--- src/rtl/store_merge_arbiter.sv ---
// store_merge_arbiter: round-robin store arbiter feeding a registered merge-buffer port,
// with a fence sequencer that drains, flushes and waits for the merge buffer before acking.
module store_merge_arbiter #(
   parameter int NREQ = 4
) (
   input  logic                clk,
   input  logic                rst,
   input  logic [NREQ-1:0]     req_valid,
   input  logic [NREQ*32-1:0]  req_addr,
   input  logic [NREQ*32-1:0]  req_wdata,
   input  logic [NREQ*4-1:0]   req_wstrb,
   output logic [NREQ-1:0]     req_ready,
   input  logic [NREQ-1:0]     fence_req,
   output logic [NREQ-1:0]     fence_ack,
   output logic                wmb_valid,
   output logic [31:0]         wmb_addr,
   output logic [31:0]         wmb_wdata,
   output logic [3:0]          wmb_wstrb,
   input  logic                wmb_ready,
   output logic                wmb_flush,
   input  logic                wmb_busy
);
   localparam int PW = $clog2(NREQ);
   typedef enum logic [2:0] {IDLE, DRAIN, FLUSH, WAIT, ACK} state_t;
   state_t state;
   logic [PW-1:0] rr_ptr, win, idx, fsel, fidx;
   logic any, grant;
   always_comb begin
      win = rr_ptr;
      idx = rr_ptr;
      any = 1'b0;
      for (int k = 0; k < NREQ; k++) begin
         if (!any && req_valid[idx]) begin
            win = idx;
            any = 1'b1;
         end
         idx = (idx == PW'(NREQ - 1)) ? '0 : idx + PW'(1);
      end
   end
   always_comb begin
      fsel = '0;
      for (int k = NREQ - 1; k >= 0; k--)
         if (fence_req[k]) fsel = PW'(k);
   end
   // any pending fence, even one not yet latched, blocks store grants
   assign grant = any && (!wmb_valid || wmb_ready) && state == IDLE && !(|fence_req);
   assign req_ready = grant ? NREQ'(1) << win : '0;
   always_ff @(posedge clk) begin
      if (rst) begin
         wmb_valid <= 1'b0;
         wmb_addr  <= '0;
         wmb_wdata <= '0;
         wmb_wstrb <= '0;
         rr_ptr    <= '0;
      end else if (grant) begin
         wmb_valid <= 1'b1;
         wmb_addr  <= req_addr[win*32 +: 32];
         wmb_wdata <= req_wdata[win*32 +: 32];
         wmb_wstrb <= req_wstrb[win*4 +: 4];
         rr_ptr    <= (win == PW'(NREQ - 1)) ? '0 : win + PW'(1);
      end else if (wmb_ready) begin
         wmb_valid <= 1'b0;
      end
   end
   always_ff @(posedge clk) begin
      if (rst) begin
         state     <= IDLE;
         fidx      <= '0;
         wmb_flush <= 1'b0;
         fence_ack <= '0;
      end else begin
         wmb_flush <= 1'b0;
         fence_ack <= '0;
         case (state)
            IDLE:
               if (|fence_req) begin
                  state <= DRAIN;
                  fidx  <= fsel;
               end
            DRAIN:
               if (!wmb_valid) begin
                  state     <= FLUSH;
                  wmb_flush <= 1'b1;
               end
            FLUSH: state <= WAIT;
            WAIT:
               if (!wmb_busy) begin
                  state     <= ACK;
                  fence_ack <= NREQ'(1) << fidx;
               end
            ACK: state <= IDLE;
            default: state <= IDLE;
         endcase
      end
   end
endmodule

--- config.mk ---
export PLATFORM = sky130hd
export DESIGN_NAME = store_merge_arbiter
export DESIGN_NICKNAME = d
export VERILOG_FILES = /design/src/rtl/store_merge_arbiter.sv
export SDC_FILE = /design/constraint.sdc
export NUM_CORES = 1
export LEC_CHECK = 0
export CAP_MARGIN = 20
export CORE_AREA = 5 5 136 138
export CTS_CLUSTER_DIAMETER = 40
export DETAILED_ROUTE_END_ITERATION = 10
export DIE_AREA = 0 0 141 143
export GPL_ROUTABILITY_DRIVEN = 1
export GPL_TIMING_DRIVEN = 0
export PLACE_DENSITY_LB_ADDON = 0.05
export SYNTH_ARGS = -nofsm -noshare
export SYNTH_HDL_FRONTEND = slang
export SYNTH_SLANG_ARGS = --single-unit
--- constraint.sdc ---
create_clock -name clk -period 6.2 [get_ports clk]
set_input_delay 1.55 -clock clk [delete_from_list [all_inputs] [get_ports clk]]
set_output_delay 1.55 -clock clk [all_outputs]
set_load 0.01 [all_outputs]
### Word-level counts from Yosys, hierarchy flattened

Cells that the tools add are included.
W data, S select, Z words.

* memory bits (read-only): 0
* memory bits (writable): 0
* output and inout bits: 78
* input port bits: 284
* memories kept: 0
* latch bits: 0
* logic and storage cells: 84
* bits in registers: 81

* magnitude comparators: 4
* reductions and logical operators: 19
* div/mod/pow operators: 0
* mux-type cells: 31
* $mul: 0
* shifts and indexed selects: 5
* add/sub/neg operators: 4
* equality and inequality tests: 10
* bitwise gates (word level): 2

Operators by type and width (count)
* $shiftx A128 B8 Y32: 2
* $mux W2: 11
* $shiftx A16 B5 Y4: 1
* $lt A2 B3 Y1 const B: 4
* $pmux W3 S4: 1
* $mux W1: 11
* $mux W3: 3
* $add A2 B1 Y2 const B: 4
* $bmux W1 S2: 4
* $eq A2 B2 Y1 const B: 4
* $shl A1 B2 Y4 const A: 2
* $eq A3 B2 Y1 const B: 2
* $logic_and A1 B1 Y1: 6
* $logic_not A1 Y1: 5
* $mux W4: 1
* $ne A2 B2 Y1 const B: 2
* $reduce_or A4 Y1: 1
* $eq A3 B1 Y1 const B: 1
* $logic_not A3 Y1: 1
* $reduce_and A3 Y1: 1
* $reduce_or A3 Y1: 1
* $ne A2 B1 Y1 const B: 1
* $not A1 Y1: 2
* $reduce_and A2 Y1: 1
* 3 further kinds: 3

### Depth between registers and ports, before layout

* depth in word-level cells: 16
* depth in mapped cells: 14
* gate-level depth less buffers: 10

### Worst setup path before layout

No wires, ideal clock.

* kind: input to output
* start point: in req_valid[2]
* end point: out req_ready[2]
* arrival: 3.820 ns
* buffers on the path: 5
* path slack: 0.830 ns
* stages on the path: 14
* cell sequence: buf_2 -> mux4_2 -> buf_6 -> a21oi_2 -> o21ai_0 -> a221o_1 -> buf_2 -> and2_1 -> buf_6 -> inv_4 -> buf_4 -> ha_1 -> inv_1 -> nor2_1

* longest elaborated chain between the ends: 16
* elaborated cells on any way between the ends: 26
* classes of those cells: shift (1); mux (16); reduce/logical (9)

RTL lines
* start: declaration: line 8 `input logic [NREQ-1:0] req_valid,`
* $bmux W1 S2: line 33 `if (!any && req_valid[idx]) begin`
* $mux W1 (not written as such): line 33
* $mux W1: line 33
* $logic_not A1 Y1: line 33
* $logic_and A1 B1 Y1: line 33
* $mux W1: line 33
* $logic_not A1 Y1: line 33
* $logic_and A1 B1 Y1: line 33
* $mux W1: line 33
* $logic_not A1 Y1: line 33
* $logic_and A1 B1 Y1: line 33
* $mux W1: line 33
* $logic_and A1 B1 Y1 (3 in series): line 46 `assign grant = any && (!wmb_valid || wmb_ready) && state == IDLE && !(|fence_req);`
* $mux W4 *: line 47 `assign req_ready = grant ? NREQ'(1) << win : '0;`
* end: declaration: line 12 `output logic [NREQ-1:0] req_ready,`

Every way passes the cells marked *; elsewhere a longest branch is shown, timed or not. The select of a mux whose other input is x is not followed.

### Worst setup path after layout

* start point: in req_valid[1]
* end point: out req_ready[1]

Same word-level chain as after synthesis.

==> impl_metrics.py <==
metrics = {
    "critical_path": {
        "regToRegSetupSlack_ns": 2.62,
        "required_ns": 4.65,
        "reg2reg_depth": 10,
        "arrival_ns": 4.53,
        "worst-setup-path-type": "input pin to primary output",
        "crit_end": "req_ready[1]",
        "critPathLaunch": "req_valid[1]",
        "crit_fanout": 11,
        "crit_path_start_kind": "input pin",
        "timing.rr.end": "wmb_wdata[26]$_SDFFE_PP0P_",
        "crit_path_end_kind": "primary output",
        "r2r_start": "rr_ptr[1]$_SDFFE_PP0P_",
    },
    "timing": {
        "whs_ns": 0.466,
        "period_needed_ns": 6.08,
        "hold_viol_final": 0,
        "max-slew-margin-rel": 0.473,
        "fmax_ghz": 0.164,
        "finalMaxSlewViolations": 0,
        "rsz0062_at_grt": "false",
        "fin_crit_sh": 0.981,
        "setup_ws_ns": 0.116,
        "tightest_slew_ns": 0.791,
        "clock_skew_ns": 0.00635,
        "finalSetupViolations": 0,
    },
    "global_routing": {
        "gr-usage-all-layers": 0.229,
        "busiest_layer": "met2",
        "grt_pass1_wl_mm": 35.7,
        "grt_pass1_vias": 6308,
        "antenna_found_initial": 3,
        "grt_use_met3": 0.0814,
        "overflow": 0,
        "grt_max_degree": 17,
        "grt.met2_usage": 0.411,
        "met1_usage": 0.256,
    },
    "route": {
        "via_count": 6332,
        "drt-total-wl_mm": 24.6,
        "initialDrtViolationCount": 262,
        "first_pass_iters": 5,
        "postRouteAntennaNets": 0,
        "via_per_inst": 5.04,
        "wire_per_inst_um": 19.5,
        "drc_errors": 0,
    },
    "finish": {
        "final_util": 0.559,
        "layout-drive-gt1-share": 0.0465,
        "fill_cells": 1660,
        "fin_area_mm2": 0.00953,
        "synthToLayoutAreaGrowth_pct": 77.9,
        "nets": 1316,
        "diodes": 0,
    },
    "die": {
        "initial_utilization": 0.314,
        "fp.dieArea_mm2": 0.0202,
        "fp.coreArea_mm2": 0.0171,
        "fp.dieH_um": 143,
        "ios": 362,
        "die_width_um": 141,
        "num_rows": 48,
    },
    "logic_synthesis": {
        "ys_dominant_reg_cell": "dfxtp_1",
        "synth_top_cell_by_area": "dfxtp_1",
        "yosysTopAreaCellShare": 0.303,
        "synth_edf_count": 0,
        "ys_ff_latch": 81,
        "ys_types": 53,
        "synth_area_leaders": "dfxtp_1 (30%), mux2i_1 (13%), o211a_1 (13%), nand2_1 (9.7%), nand4_1 (7.9%)",
        "yosys_warnings": 0,
        "ys_seq_area_frac": 0.303,
        "syn_area_mm2": 0.00536,
        "avgSynthCellArea_um2": 8.14,
        "syn_inst": 658,
        "synth-async-reset-ratio": 0,
        "syn-num-nets": 947,
    },
    "power": {
        "p_leak_nw": 3.25,
        "total_power_mw": 1.48,
        "cellPowerDensity_mw_per_mm2": 155,
        "vdd_drop_max_mv": 0.129,
    },
    "placement": {
        "pre_cts_ws_ns": -0.656,
        "dp_hpwl_mm": 19.5,
        "numPortBuffers": 359,
        "place_area_mm2": 0.00923,
        "place_congestion": 0.833,
    },
    "clock_network": {
        "cts_max_level": 3,
        "cts_hold_buf": 0,
        "cts_sinks": 81,
        "clk_latency_ns": 0.34,
        "postCtsSetupBuffers": 0,
        "cts_tree": "built",
        "cts_made_buffers": 9,
        "path_clk_slew_ns": 0.06,
        "cts_buffer_depth": 2,
        "ctsRootBufferMaster": "clkbuf_16",
    },
    "status": {
        "status": "completed",
    },
    "min_path": {
        "hp-class": "register to register",
    },
    "flow_run": {
        "cap_viol_max_count": 0,
    },
}
how the worst min path moves through the flow:
stage                                    to                  start  cells past startpoint  slack [ns]
floorplan             state[1]$_SDFFE_PP0P_  state[2]$_SDFFE_PP0P_                      1        0.43
global placement    fence_ack[1]$_SDFF_PP0_   fidx[0]$_SDFFE_PP0P_                      2        0.45
detailed placement  fence_ack[1]$_SDFF_PP0_   fidx[0]$_SDFFE_PP0P_                      2        0.45
CTS                 fence_ack[1]$_SDFF_PP0_   fidx[0]$_SDFFE_PP0P_                      2        0.46
global route        fence_ack[1]$_SDFF_PP0_   fidx[0]$_SDFFE_PP0P_                      2        0.50
finish              fence_ack[1]$_SDFF_PP0_   fidx[0]$_SDFFE_PP0P_                      2        0.47
critical path: stages:
cell	delay (ns)
clkdlybuf4s50_1	0.43
buf_4	0.18
mux4_2	0.46
buf_6	0.17
a21oi_2	0.09
o21ai_0	0.08
a221o_1	0.35
buf_4	0.18
and2_1	0.16
buf_6	0.15
clkbuf_8	0.18
ha_1	0.19
inv_1	0.06
nor2_1	0.04
clkdlybuf4s15_1	0.26
registers in the layout (all words and copies together), names as in the netlist:
register	count
wmb_valid	1
wmb_flush	1
wmb_wstrb	4
fidx	2
state	3
wmb_addr	32
fence_ack	4
wmb_wdata	32
rr_ptr	2
layout by cell type, fill, tap and decap left out, types with 8 or more instances in the layout:
cell,count
clkdlybuf4s50_1,354
clkbuf_1,46
buf_4,8
dfxtp_1,81
nor2_1,11
inv_1,11
mux2i_1,69
nand4_1,68
nand2_1,138
nand2b_1,8
o211a_1,68
clkbuf_16,9
o21ai_1,68
per-stage QoR:
step | TNS (ns) | instances
2_1_floorplan | 0 | 658
5_1_grt | 0 | 1257
3_5_place_dp | -2.14 | 1242
6_report | 0 | 1257
4_1_cts | 0 | 1257
3_3_place_gp | -2.23 | 1242
cell usage after synthesis, types with 2 or more instances:
library cell  instances
o31ai_1               2
buf_12                2
nand4_1              68
o211a_1              68
buf_6                 4
buf_4                 7
or3_1                 2
or4b_1                2
nand2_1             138
dfxtp_1              81
nor3_1                3
o21ai_0               7
o21ai_1              68
a21o_1                2
a21oi_1               4
clkbuf_1             44
buf_2                 9
ha_1                  5
and2_1                2
nand2b_1              8
nor2_1               12
inv_1                11
and3_1                4
nor2b_1               5
mux4_2                3
buf_1                 2
mux2i_1              69
layout make-up:
class                           instances  area, um2  area share
Multi-Input combinational cell        497       3340       0.351
Clock inverter                          2       12.5     0.00131
Clock buffer                           14        264      0.0277
Inverter                               12       57.6     0.00604
Timing Repair Buffer                  359       3590       0.377
Sequential cell                        81       1620       0.170
Tap cell                              225        282      0.0295
Buffer                                 67        363      0.0381
per-layer routing:
metal / part of all wire / up-vias
li1: - / 3151
met4: 0.021 / 6
met3: 0.091 / 35
met1: 0.38 / 2885
met2: 0.50 / 255
met5: 0.0019 / -
where the power goes:
part / internal [mW] / total (mW) / switching, mW / leakage, nW
Combinational: 0.252 / 0.420 / 0.168 / 2.47
Clock: 0.294 / 0.514 / 0.220 / 0.133
Sequential: 0.535 / 0.543 / 0.00881 / 0.655
Total: 1.08 / 1.48 / 0.397 / 3.25
logic make-up (layout without fill, tap and decap cells):
kind of cell	count (synthesis)	count (layout)	synth area share
AOI/OAI and AO/OA	166	166	0.238
xor gates and xnor gates	1	1	0.00164
adders and majority gates	5	5	0.0117
buffers and inverters	80	454	0.0752
DFF	81	81	0.303
muxes	72	72	0.142
and+or+nand+nor	253	253	0.230
repair_timing:
action / in CTS / in global routing
gates resized for setup: 14 / 4
setup endpoints to repair: 4 / 2
gates cloned: 0 / 0
pin swaps: 0 / 0
No activity file was read; power rests on OpenSTA's default activity.
